## src/rtl/logic_unit_pkg.sv

```systemverilog
// Shared op encoding for the logic unit pipeline.
// Codes 000-011 keep the legacy gate-selector encoding.
package logic_unit_pkg;

   localparam int OP_W = 3;

   typedef enum logic [OP_W-1:0] {
      OP_NOT   = 3'b000,
      OP_AND   = 3'b001,
      OP_OR    = 3'b010,
      OP_XOR   = 3'b011,
      OP_NAND  = 3'b100,
      OP_NOR   = 3'b101,
      OP_XNOR  = 3'b110,
      OP_PASSA = 3'b111
   } op_e;

endpackage

```

## src/rtl/logic_unit_core.sv

```systemverilog
// Combinational bitwise op evaluator: y = f(op, a, b), WIDTH bits wide.
module logic_unit_core
   import logic_unit_pkg::*;
#(
   parameter int WIDTH = 8
) (
   input  op_e              op,
   input  logic [WIDTH-1:0] a,
   input  logic [WIDTH-1:0] b,
   output logic [WIDTH-1:0] y
);

   always_comb begin
      y = '0;
      unique case (op)
         OP_NOT:   y = ~a;
         OP_AND:   y = a & b;
         OP_OR:    y = a | b;
         OP_XOR:   y = a ^ b;
         OP_NAND:  y = ~(a & b);
         OP_NOR:   y = ~(a | b);
         OP_XNOR:  y = ~(a ^ b);
         OP_PASSA: y = a;
         default:  y = '0;
      endcase
   end

endmodule

```

## src/rtl/logic_unit_pipe.sv

```systemverilog
// Registered bitwise logic unit with valid/ready handshakes and an accumulator.
// Define LOGIC_UNIT_FLAGS_EN to add registered zero/parity flag outputs.
module logic_unit_pipe
   import logic_unit_pkg::*;
#(
   parameter int          WIDTH   = 8,
   parameter logic [63:0] ACC_RST = 64'd0
) (
   input  logic             clk,
   input  logic             rst_n,
   input  logic             in_valid,
   output logic             in_ready,
   input  logic [2:0]       in_op,
   input  logic             in_acc,
   input  logic [WIDTH-1:0] in_a,
   input  logic [WIDTH-1:0] in_b,
   input  logic             acc_clr,
   output logic             out_valid,
   input  logic             out_ready,
   output logic [WIDTH-1:0] out_data,
`ifdef LOGIC_UNIT_FLAGS_EN
   output logic             out_zero,
   output logic             out_par,
`endif
   output logic [WIDTH-1:0] acc_q
);

   localparam logic [WIDTH-1:0] ACC_INIT = ACC_RST[WIDTH-1:0];

   logic             valid_reg;
   logic [WIDTH-1:0] data_reg;
   logic [WIDTH-1:0] acc_reg;
   logic [WIDTH-1:0] b_eff;
   logic [WIDTH-1:0] result;
   logic             accept;

   assign in_ready  = !valid_reg || out_ready;
   assign accept    = in_valid && in_ready;
   assign out_valid = valid_reg;
   assign out_data  = data_reg;
   assign acc_q     = acc_reg;

   // A same-cycle clear is seen by the accumulator read, then the result overwrites it.
   assign b_eff = in_acc ? (acc_clr ? ACC_INIT : acc_reg) : in_b;

   logic_unit_core #(.WIDTH(WIDTH)) u_core (
      .op (op_e'(in_op)),
      .a  (in_a),
      .b  (b_eff),
      .y  (result)
   );

   always_ff @(posedge clk or negedge rst_n) begin
      if (!rst_n) begin
         valid_reg <= 1'b0;
         data_reg  <= '0;
         acc_reg   <= ACC_INIT;
      end else if (accept) begin
         valid_reg <= 1'b1;
         data_reg  <= result;
         acc_reg   <= result;
      end else begin
         if (out_ready) valid_reg <= 1'b0;
         if (acc_clr)   acc_reg   <= ACC_INIT;
      end
   end

`ifdef LOGIC_UNIT_FLAGS_EN
   logic zero_reg;
   logic par_reg;

   always_ff @(posedge clk or negedge rst_n) begin
      if (!rst_n) begin
         zero_reg <= 1'b1;
         par_reg  <= 1'b0;
      end else if (accept) begin
         zero_reg <= (result == '0);
         par_reg  <= ^result;
      end
   end

   assign out_zero = zero_reg;
   assign out_par  = par_reg;
`endif

endmodule

```

## config.mk

```make
export PLATFORM = sky130hd
export DESIGN_NAME = logic_unit_pipe
export DESIGN_NICKNAME = d
export VERILOG_FILES = /design/src/rtl/logic_unit_pkg.sv /design/src/rtl/logic_unit_core.sv /design/src/rtl/logic_unit_pipe.sv
export SDC_FILE = /design/constraint.sdc
export NUM_CORES = 1
export LEC_CHECK = 0
export CAP_MARGIN = 20
export CORE_MARGIN = 10
export CORE_UTILIZATION = 51
export CTS_BUF_LIST = sky130_fd_sc_hd__clkbuf_8
export CTS_CLUSTER_DIAMETER = 200
export DETAILED_ROUTE_END_ITERATION = 10
export GPL_TIMING_DRIVEN = 0
export PLACE_DENSITY = 0.84
export SLEW_MARGIN = 20
export SYNTH_ARGS = -nofsm -noshare
export SYNTH_HDL_FRONTEND = slang
export SYNTH_HIERARCHICAL = 1
export SYNTH_SLANG_ARGS = --single-unit
```

## constraint.sdc

```tcl
create_clock -name clk -period 2.25 [get_ports clk]
set_input_delay 0.5625 -clock clk [delete_from_list [all_inputs] [get_ports clk]]
set_output_delay 0.5625 -clock clk [all_outputs]
set_load 0.01 [all_outputs]
```

==> results of run 1 <==
==> through the flow <==
step,setup TNS [ns],utilization [%],hold WS [ns]
2_1_floorplan,0,-,0.267
3_3_place_gp,-7.69,69.1,0.519
3_5_place_dp,-8.78,69.1,0.521
4_1_cts,-0.000479,71.5,0.535
5_1_grt,-0.223,75.8,0.555
6_report,0,75.8,0.526
==> worst min-delay path: stages, from the launching register on <==
cell and delay [ns]:
dfrtp_1 0.37, inv_1 0.07, o21ai_2 0.05
==> state kept, by name (all words and copies together), names as in the netlist <==
register,flops
out_data,8
acc_q,8
out_valid,1
==> final timing paths <==
path	start	to	slack (ns)	cells after the start
setup / recovery	in_b[2]	acc_q[2]$_DFF_PN0_	0.06	10
hold / removal	out_data[1]$_DFFE_PN0P_	out_data[1]$_DFFE_PN0P_	0.53	2
setup reg to reg	acc_q[3]$_DFF_PN0_	out_data[3]$_DFFE_PN0P_	0.31	9
hold reg to reg	out_data[1]$_DFFE_PN0P_	out_data[1]$_DFFE_PN0P_	0.53	2
max in group asynchronous	rst_n	acc_q[1]$_DFF_PN0_	1.05	1
min in group asynchronous	rst_n	out_data[6]$_DFFE_PN0P_	0.74	1
==> cells by family (layout without fill, tap and decap cells) <==
family	count (synthesis)	count (layout)	synth area share [%]
AOI/OAI and AO/OA	50	50	23.6
buffers and inverters	55	102	14.8
and+or+nand+nor	45	45	14.7
muxes	14	14	9.78
adders and majority gates	16	16	11.9
DFF	17	17	25.2
==> metal layers <==
layer  global-route usage [%]  up-vias  part of all wire [%]
met1                     17.3      733                    44
met3                     5.53        6                   7.6
met2                     22.8       59                    48
met4                     3.65        0                   1.0
li1                         -      778                     -
met5                        0        -                     0
==> layout make-up <==
cell class              instances  area [µm²]  share of cell area [%]
repair buffers                 44         430                    18.3
clock buffers                   3        41.3                    1.75
multi-input cells             125        1150                    49.0
clock inverters                 1        3.75                   0.159
flip-flops and latches         17         425                    18.1
plain buffers                  10        80.1                    3.40
well taps                      44        55.1                    2.34
inverters                      44         165                    7.02
==> what timing repair did <==
action	CTS	global route
gates resized for setup	7	28
buffers inserted	1	3
setup endpoints to repair	17	16
pin swaps	1	13
==> cell usage in the layout, fill, tap and decap left out, drive strengths merged, types with 3 or more instances in the layout <==
| master | n |
|---|---|
| o221ai | 8 |
| nand3 | 12 |
| o21ai | 19 |
| o31a | 5 |
| o32a | 3 |
| or3 | 4 |
| nand2 | 8 |
| buf | 15 |
| nor2 | 7 |
| dfrtp | 17 |
| mux2i | 12 |
| inv | 45 |
| clkdlybuf4s50 | 36 |
| a22oi | 3 |
| ha | 16 |
| o211ai | 4 |
| nand2b | 10 |
| clkbuf | 3 |
==> power by group through the flow <==
stage          logic [mW]  registers, mW  clock network [mW]
3_3_place_gp        0.462          0.380                   0
4_1_cts             0.484          0.376               0.229
3_5_place_dp        0.474          0.380                   0
5_1_grt             0.577          0.384               0.244
2_1_floorplan       0.248          0.401                   0
6_report            0.524          0.378               0.226
==> results.json, run 1 <==
{
  "grt_pass1_vias": 1544,
  "routedWlPerCell_um": 15.9,
  "path_class": "in2reg",
  "finClkSkew_ns": 0.00433,
  "dpl_worst_slack_ns": -0.640,
  "cts_htree_levels": 1,
  "antenna_left": 0,
  "placed_cells": 281,
  "die_area_um2": 6010,
  "drt_first_pass_iters": 4,
  "vias": 1576,
  "netlist_top_cells_area": "dfrtp_1, ha_1, inv_1",
  "tritoncts": "done",
  "power_mw": 1.13,
  "vdd_drop_max_mv": 0.326,
  "path_cells": "clkdlybuf4s50_1, inv_1, mux2i_2, inv_1, ha_4, or3_1, o2111ai_2, o21ai_1, nand3_1, o21ai_1",
  "yosys-top-cells-count": "inv_1, dfrtp_1, ha_1",
  "synthesis.nets": 238,
  "critPathLaunchType": "input port",
  "grt_pass1_wl_um": 7180,
  "final_area_um2": 2350,
  "place_congestion": 0.824,
  "hold_viol_final": 0,
  "drive_above_1_share_pct": 23.4,
  "synth_seq_cells": 17,
  "initial_utilization_pct": 54.4,
  "worstMarginPinSlew_ns": 0.730,
  "ys_async_sr_fraction_pct": 100,
  "cpPeakStageDelay_ns": 0.45,
  "synthFlopType": "dfrtp_1",
  "cap_violations": 0,
  "fin_crit_ns": 2.19,
  "worst_slack_ns": 0.0560,
  "sequentialPowerShare_pct": 33.5,
  "grt_overflow_total": 0,
  "fp.coreArea_um2": 3100,
  "drt-initial-drc-count": 107,
  "fillerInstances": 242,
  "hold_buffers": 0,
  "viasPerCell": 5.47,
  "cpMaxStageDelayCell": "clkdlybuf4s50_1",
  "synth_cell_types": 32,
  "synth_top_area_share_pct": 25.2,
  "critPathTopFamily": "buffers and inverters",
  "track_usage_pct": 14.2,
  "dpl_cell_area_um2": 2140,
  "crit_arrival_ns": 2.34,
  "yosysMostFrequentCell": "inv_1",
  "endpoint_kind": "flop",
  "hold_class": "reg2reg",
  "hpwl_um": 3390,
  "route.detailed.drc": 0,
  "die_y_um": 77.6,
  "numPortBuffers": 40,
  "worstSkewPairLatency_ns": 0.26,
  "synth_seq_area_share_pct": 25.2,
  "ys.warnings.count": 6,
  "antenna_cells": 0,
  "p_sw_mw": 0.381,
  "clk_pin_slew_ns": 0.06,
  "clock_sinks": 17,
  "instances_no_fill": 288,
  "dieWidth_um": 77.6,
  "powerDensity_nw_per_um2": 479,
  "drt_wl_total_um": 4590,
  "fmax_ghz": 0.456,
  "cp.required_ns": 2.39,
  "syn_to_final_growth_pct": 39.3,
  "ioPinCount": 43,
  "cts-root-buf": "clkbuf_8",
  "drv_slew": 0,
  "rsz0062_at_grt": "true",
  "synth_top_area_cell": "dfrtp_1",
  "synth_cells": 197,
  "critical_path_buf_inv_count": 3,
  "antenna_found_initial": 0,
  "slew-limit-headroom_pct": 51.2,
  "status": "finished clean",
  "period_share_pct": 97.5,
  "grt_max_degree": 18,
  "power_frac_comb_pct": 46.4,
  "switching_share_pct": 33.8,
  "clk_path_buf_depth": 2,
  "syn_area_per_cell_um2": 8.57,
  "p_leak_nw": 1.10,
  "p_int_mw": 0.747,
  "rows": 20,
  "clockPowerShare_pct": 20.0,
  "numCtsBuffers": 3,
  "crit_fanout": 3,
  "finalNetCount": 286,
  "setup_viol": 0,
  "synth-edff-count": 0,
  "syn_area_um2": 1690
}
Power figures use the tool's default switching activity.
==> run 2, diff against run 1 <==
--- a/config.mk
+++ b/config.mk
@@ -5,14 +5,14 @@
 export SDC_FILE = /design/constraint.sdc
 export NUM_CORES = 1
 export LEC_CHECK = 0
-export CAP_MARGIN = 20
+export CAP_MARGIN = 10
 export CORE_MARGIN = 10
-export CORE_UTILIZATION = 51
+export CORE_UTILIZATION = 25
 export CTS_BUF_LIST = sky130_fd_sc_hd__clkbuf_8
 export CTS_CLUSTER_DIAMETER = 200
 export DETAILED_ROUTE_END_ITERATION = 10
 export GPL_TIMING_DRIVEN = 0
-export PLACE_DENSITY = 0.84
+export PLACE_DENSITY = 0.53
 export SLEW_MARGIN = 20
 export SYNTH_ARGS = -nofsm -noshare
 export SYNTH_HDL_FRONTEND = slang
==> results.json, run 2 (synthesis gave the netlist of run 1 again) <==
{
  "status": "finished clean",
  "hpwl_um": 3750,
  "dpl_worst_slack_ns": -0.678,
  "numCtsBuffers": 3,
  "cp.required_ns": 2.45,
  "cpMaxStageDelayCell": "clkdlybuf4s50_1",
  "cap_violations": 0,
  "ff2ff_path_depth": 9,
  "p_leak_nw": 1.11,
  "reg2reg_from": "acc_q[3]$_DFF_PN0_",
  "finalNetCount": 288,
  "path_cells": "clkdlybuf4s50_1, inv_1, mux2i_2, inv_1, ha_1, inv_1, o221ai_1, o211ai_1, o31a_1, nand3_2, o21ai_1",
  "critPathTopFamily": "buffers and inverters",
  "critPathLaunchType": "input port",
  "worstMarginPinSlew_ns": 0.733,
  "period_share_pct": 96.5,
  "hold_buffers": 0,
  "tns_ns": 0,
  "crit_fanout": 2,
  "holdWs_ns": 0.532,
  "clock_sinks": 17,
  "worstSkewPairLatency_ns": 0.26,
  "viasPerCell": 4.77,
  "endpoint_kind": "flop",
  "clk_pin_slew_ns": 0.08,
  "route.detailed.drc": 0,
  "antenna_cells": 0,
  "syn_to_final_growth_pct": 43.6,
  "finClkSkew_ns": 0.00972,
  "fp.coreArea_um2": 6460,
  "min-delay-start": "out_data[4]$_DFFE_PN0P_",
  "worst_slack_ns": 0.0781,
  "cpPeakStageDelay_ns": 0.46,
  "place_congestion": 0.774,
  "drt_first_pass_iters": 4,
  "fmax_ghz": 0.460,
  "grt_pass1_vias": 1586,
  "layout_commonest_cell": "inv_1",
  "clk_path_buf_depth": 2,
  "rows": 29,
  "tritoncts": "done",
  "drt-initial-drc-count": 75,
  "antenna_found_initial": 0,
  "die_y_um": 102,
  "reg2reg_setup_slack_ns": 0.38,
  "routedWlPerCell_um": 14.7,
  "cp_common_cell": "inv_1",
  "drv_slew": 0,
  "final_area_um2": 2430,
  "drive_above_1_share_pct": 25.6,
  "critical_path_buf_inv_count": 4,
  "fin_crit_ns": 2.17,
  "cts_htree_levels": 1,
  "dpl_cell_area_um2": 2190,
  "antenna_left": 0,
  "min_to": "out_data[4]$_DFFE_PN0P_",
  "grt_max_degree": 18,
  "regArea_um2": 425,
  "timing.rr.end": "acc_q[3]$_DFF_PN0_",
  "crit_arrival_ns": 2.37,
  "grt_pass1_wl_um": 7760,
  "path_class": "in2reg",
  "final_cell_mix": "inv_1, clkdlybuf4s50_1, dfrtp_1",
  "numPortBuffers": 40,
  "grt_overflow_total": 0,
  "powerDensity_nw_per_um2": 473,
  "fillerInstances": 688,
  "power_mw": 1.15,
  "track_usage_pct": 9.03,
  "vias": 1540,
  "die_area_um2": 10400,
  "initial_utilization_pct": 26.2,
  "multi_input_area_um2": 1160,
  "ioPinCount": 43,
  "slew-limit-headroom_pct": 51.0,
  "dieWidth_um": 102,
  "cts-root-buf": "clkbuf_8",
  "vdd_drop_max_mv": 0.240,
  "hold_viol_final": 0,
  "hold_path_depth": 2,
  "setup_viol": 0,
  "drt_wl_total_um": 4740,
  "hold_class": "reg2reg"
}
## run 2: cell types whose count changed in the layout (fill, tap and decap cells not counted), sizes merged
cell,before,now
dlygate4sd2,0,1
buf,15,16
inv,45,44
clkinvlp,0,1
## run 2: how the worst max path moves through the flow
| stage | from | end | slack, ns | cells after the start |
|---|---|---|---|---|
| 2_1_floorplan | in_acc | acc_q[3]$_DFF_PN0_ | 0.04 | 10 |
| 3_3_place_gp | acc_clr | acc_q[1]$_DFF_PN0_ | -0.67 | 10 |
| 4_1_cts | in_b[3] | acc_q[3]$_DFF_PN0_ | 0.004 | 11 |
| 3_5_place_dp | acc_clr | acc_q[1]$_DFF_PN0_ | -0.68 | 10 |
| 5_1_grt | in_b[6] | acc_q[6]$_DFF_PN0_ | -0.0002 | 11 |
| 6_report | in_b[7] | acc_q[7]$_DFF_PN0_ | 0.08 | 11 |
## run 2: layout make-up
| cell class | instances | area share [%] |
|---|---|---|
| Buffer | 10 | 3.30 |
| Clock buffer | 3 | 1.70 |
| Clock inverter | 1 | 0.309 |
| Inverter | 44 | 6.81 |
| Multi-Input combinational cell | 125 | 47.8 |
| Sequential cell | 17 | 17.5 |
| Tap cell | 77 | 3.97 |
| Timing Repair Buffer | 46 | 18.6 |
## run 2: what timing repair did
| item | CTS | global route |
|---|---|---|
| gates resized for setup | 9 | 27 |
| endpoints found under the setup margin | 17 | 15 |
| pin swaps | 2 | 11 |
| buffers inserted | 2 | 4 |
## run 2: worst min-delay path, stage by stage (launching register included)
cell	delay, ns
dfrtp_1	0.38
inv_1	0.07
o21ai_2	0.05
## run 2: per-layer routing
metal	global-route usage, %	vias up	part of all wire (%)
li1	-	777	-
met1	11.4	721	46
met2	15.2	36	48
met3	2.23	6	5.5
met4	1.95	0	0.89
met5	0	-	0
## run 2: stage by stage
| stage | std cells | util (%) |
|---|---|---|
| 2_1_floorplan | 197 | - |
| 3_3_place_gp | 314 | 33.8 |
| 3_5_place_dp | 314 | 33.8 |
| 4_1_cts | 320 | 35.4 |
| 5_1_grt | 323 | 37.6 |
| 6_report | 323 | 37.6 |
## run 2: power breakdown
group	switching, mW	leakage [nW]	internal (mW)
sequential	0.0296	0.213	0.350
combinational	0.246	0.878	0.279
clock	0.118	0.0217	0.125
==> RTL change 1: new RTL, config.mk and constraints of run 1 <==
`WIDTH` is set to 8 in 2 places; all go to 10.
--- a/src/rtl/logic_unit_core.sv
+++ b/src/rtl/logic_unit_core.sv
@@ -3,5 +3,5 @@
    import logic_unit_pkg::*;
 #(
-   parameter int WIDTH = 8
+   parameter int WIDTH = 10
 ) (
    input  op_e              op,
--- a/src/rtl/logic_unit_pipe.sv
+++ b/src/rtl/logic_unit_pipe.sv
@@ -4,5 +4,5 @@
    import logic_unit_pkg::*;
 #(
-   parameter int          WIDTH   = 8,
+   parameter int          WIDTH   = 10,
    parameter logic [63:0] ACC_RST = 64'd0
 ) (
Interface: changed (resized acc_q, in_a, in_b and out_data); port bits go from 43 to 51. No check against the original RTL was run, so the function may have changed too.
==> RTL change 1 against run 1 <==
- final area is 25% higher
- sequential power is 26% higher
- wire length is 32% higher
- global-route usage is 0.60 points higher
- total power is 25% higher
- synthesized cell count is 27% higher
- sequential cell count is 4 higher
- largest power group unchanged
- area after synthesis is 22% higher
- worst setup slack worse by 30 ps
- final cell count is 24% higher
==> RTL change 1: results <==
[pwr]
power.clock.fraction_pct = 16.9
combinationalPowerShare_pct = 49.2
p_seq_mw = 0.476
peakVddDrop_v = 0.000687

[grt]
grt_start_max_net_pins = 22
grt_pass1_vias = 1881
grtUsageTotal_pct = 14.8

[cells_and_area]
layout-drive-gt1-share_pct = 28.6
fill_cells = 281
nNetsFinal = 358

[worst_setup_path]
cp_slowest_cell = "clkdlybuf4s50_1"
regToRegEndpoint = "acc_q[8]"
critPathArrivalTime_ps = 2410
r2r_start = "acc_q[8]"
critPathMaxFanout = 2
startpoint = "in_b[8]"
rrSetupSlack_ps = 360

[status]
outcome = "finished clean"

[synth]
muxShareOfSynthArea_pct = 6.92
synth_area_leaders = "dfrtp_1, ha_1, o21ai_2"
synth_cell_types = 35
synthAdderAreaFrac_pct = 12.1
synth_common_cells = "inv_1, dfrtp_1, ha_1, o21ai_2, nor2_1"
synth_nets = 299

[placement]
gp_congestion = 0.839
numPortBuffers = 49
place_ws_ps = -691
dp_hpwl_um = 4290

[sta]
max_freq_ghz = 0.450
worst_clock_skew_ps = 2.74
relSlewSlack_pct = 39.6

[detailed_routing]
routedWlPerCell_um = 16.9
drt_iter0_markers = 150
drt-pass1-iter-count = 5
via_count = 2047
==> RTL change 1: how the worst min path moves through the flow <==
stage | start | to | slack (ps) | depth (start not counted)
floorplan | rst_n | acc_q[0] | 270 | 0
global placement | out_data[0] | out_data[0] | 520 | 2
detailed placement | out_data[9] | out_data[9] | 520 | 2
CTS | out_data[8] | out_data[8] | 540 | 2
global route | out_data[9] | out_data[9] | 550 | 2
finish | out_data[8] | out_data[8] | 540 | 2
==> RTL change 1: routing by layer <==
metal	global-route usage [%]	wire length (µm)
met4	5.33	119
met5	0	0
met2	24.6	2950
met3	2.34	342
met1	18.6	2640
==> RTL change 1: repair_timing <==
action,CTS,global route
resized for setup,13,37
buffers inserted,3,2
pin swaps,3,10
hold buffers,0,0
endpoints found under the setup margin,21,19
==> RTL change 1: logic make-up after synthesis <==
kind of cell               after synthesis
AOI/OAI and AO/OA                       79
buffers and inverters                   62
and+or+nand+nor                         55
DFF                                     21
adders and majority gates               20
muxes                                   13
==> RTL change 1: layout make-up <==
cell class                 count  area share, %
sequential                    21           17.8
inverter                      48           6.11
tap                           50           2.12
timing repair buffer          54           17.9
clock buffer                   3           1.40
multi-input combinational    167           51.4
buffer                        14           3.01
clock inverter                 1          0.170
==> RTL change 1: through the flow <==
stage	setup TNS (ps)	area, µm²	hold slack [ps]	cells
after CTS	0	2730	537	356
after detailed placement	-11220	2620	523	349
after floorplan	0	2060	267	250
after global placement	-10390	2620	520	349
after global routing	-356	2950	554	358
final	0	2950	536	358
==> RTL change 1: worst max-delay path: cells and delay by family <==
kind                     cells  cell delay [ps]
adder cells (fa/ha/maj)      1              300
buffers and inverters        3              570
AO/OA/AOI/OAI                4              660
AND/OR/NAND/NOR              1              140
multiplexers                 1              180
==> RTL change 2: new RTL, config.mk and constraints of run 1 <==
Made on the original files. The option `LOGIC_UNIT_FLAGS_EN` is turned on by a define.
--- a/src/rtl/logic_unit_pipe.sv
+++ b/src/rtl/logic_unit_pipe.sv
@@ -1,4 +1,6 @@
 // Registered bitwise logic unit with valid/ready handshakes and an accumulator.
 // Define LOGIC_UNIT_FLAGS_EN to add registered zero/parity flag outputs.
+`define LOGIC_UNIT_FLAGS_EN
+
 module logic_unit_pipe
    import logic_unit_pkg::*;
Formal check against the unedited RTL (old outputs only; new: out_par and out_zero): equivalent (Yosys induction, for registers that start in step).
==> RTL change 2 against run 1 <==
- the flow now finishes with violations (setup timing)
- wire length is 36% higher
- final area is 23% higher
- area after synthesis is 11% higher
- sequential cell count is 2 higher
- clock skew is 1.5 ps lower
- total power is 35% higher
- worst setup slack worse by 390 ps
- global-route usage is 3.9 points higher
- via count is 24% higher
- final cell count is 15% higher
- highest routed layer unchanged
==> RTL change 2: results <==
[status]
outcome = "complete, but fails checks"
violations = "setup timing"

[synth]
synth_area_leaders = "dfrtp_1, ha_1, inv_1"
seq_area_frac_synth_pct = 25.3
synth_nets = 265
synth_cell_types = 38

[detailed_routing]
via_count = 1947
routedWlPerCell_um = 18.8

[grt]
grt_start_max_net_pins = 20
grt_pass1_vias = 1968
grtUsageTotal_pct = 18.1
grt_pass1_wl_um = 9460

[placement]
numPortBuffers = 43
dp_hpwl_um = 3710
placedCellCount = 311
gp_congestion = 0.800

[cells_and_area]
fill_cells = 232

[worst_setup_path]
cp_slowest_cell = "mux4_2"
critical-path-top-delay-family = "multiplexers"
cp_slowest_stage_delay_ps = 480
critPathMaxFanout = 8

[sta]
setup_violations = 2
layout_setup_ws_ps = -338
relSlewSlack_pct = 44.4

[pwr]
p_leak_nw = 1.34
-- RTL change 2: area by class of cell --
type | count | share of cell area (%)
tap | 48 | 2.08
timing repair buffer | 61 | 19.6
inverter | 53 | 6.90
sequential | 19 | 16.5
clock inverter | 1 | 0.130
buffer | 11 | 3.21
multi-input combinational | 136 | 50.1
clock buffer | 3 | 1.43
-- RTL change 2: worst paths after layout --
kind / startpoint / endpoint / slack [ps] / cells past startpoint
worst max-delay path: acc_clr / out_par / -340 / 13
worst min-delay path: out_zero / out_zero / 470 / 2
worst max register to register: acc_q[3] / out_par / -250 / 12
worst min register to register: out_zero / out_zero / 470 / 2
max in group asynchronous: rst_n / acc_q[3] / 960 / 1
min in group asynchronous: rst_n / acc_q[2] / 780 / 1
-- RTL change 2: power breakdown --
part	switching, mW	internal (mW)	total (mW)	leakage, nW
Sequential	0.0342	0.396	0.430	0.234
Clock	0.117	0.122	0.238	0.0269
Combinational	0.402	0.451	0.853	1.08
Total	0.553	0.968	1.52	1.34
-- RTL change 2: cells by family after synthesis --
family                     synth area share [%]
adders and majority gates                  13.3
xor gates and xnor gates                   1.40
and+or+nand+nor                            13.6
AOI/OAI and AO/OA                          21.8
muxes                                      9.31
buffers and inverters                      15.3
DFF                                        25.3
-- RTL change 2: tightest hold or removal path, cell delays in order, from the launching register on --
cell and delay (ps):
dfstp_2 370, inv_1 40, mux2i_1 60
-- RTL change 2: metal layers --
metal / share of wire, % / track usage (%) / up-vias
met5: 0 / 0 / -
met4: 3.0 / 5.19 / 0
met3: 7.5 / 5.02 / 24
met2: 52 / 31.2 / 100
met1: 37 / 21.3 / 937
li1: - / - / 886
-- RTL change 2: timing repair --
| action | 4_1_cts | 5_1_grt |
|---|---|---|
| gates resized for setup | 59 | 36 |
| pin swaps | 31 | 5 |
| setup endpoints to repair | 19 | 14 |
| buffers inserted | 20 | 1 |
-- RTL change 2: through the flow --
stage	cell area, µm²	hold slack [ps]	TNS [ps]	utilization, %	total power, mW
after floorplan	1900	267	-405	-	0.795
after global placement	2390	459	-10020	66.4	1.02
after detailed placement	2390	455	-10530	66.4	1.04
after CTS	2780	474	-951	77.1	1.41
after global routing	2890	491	-616	80.0	1.61
final	2890	470	-400	80.0	1.52
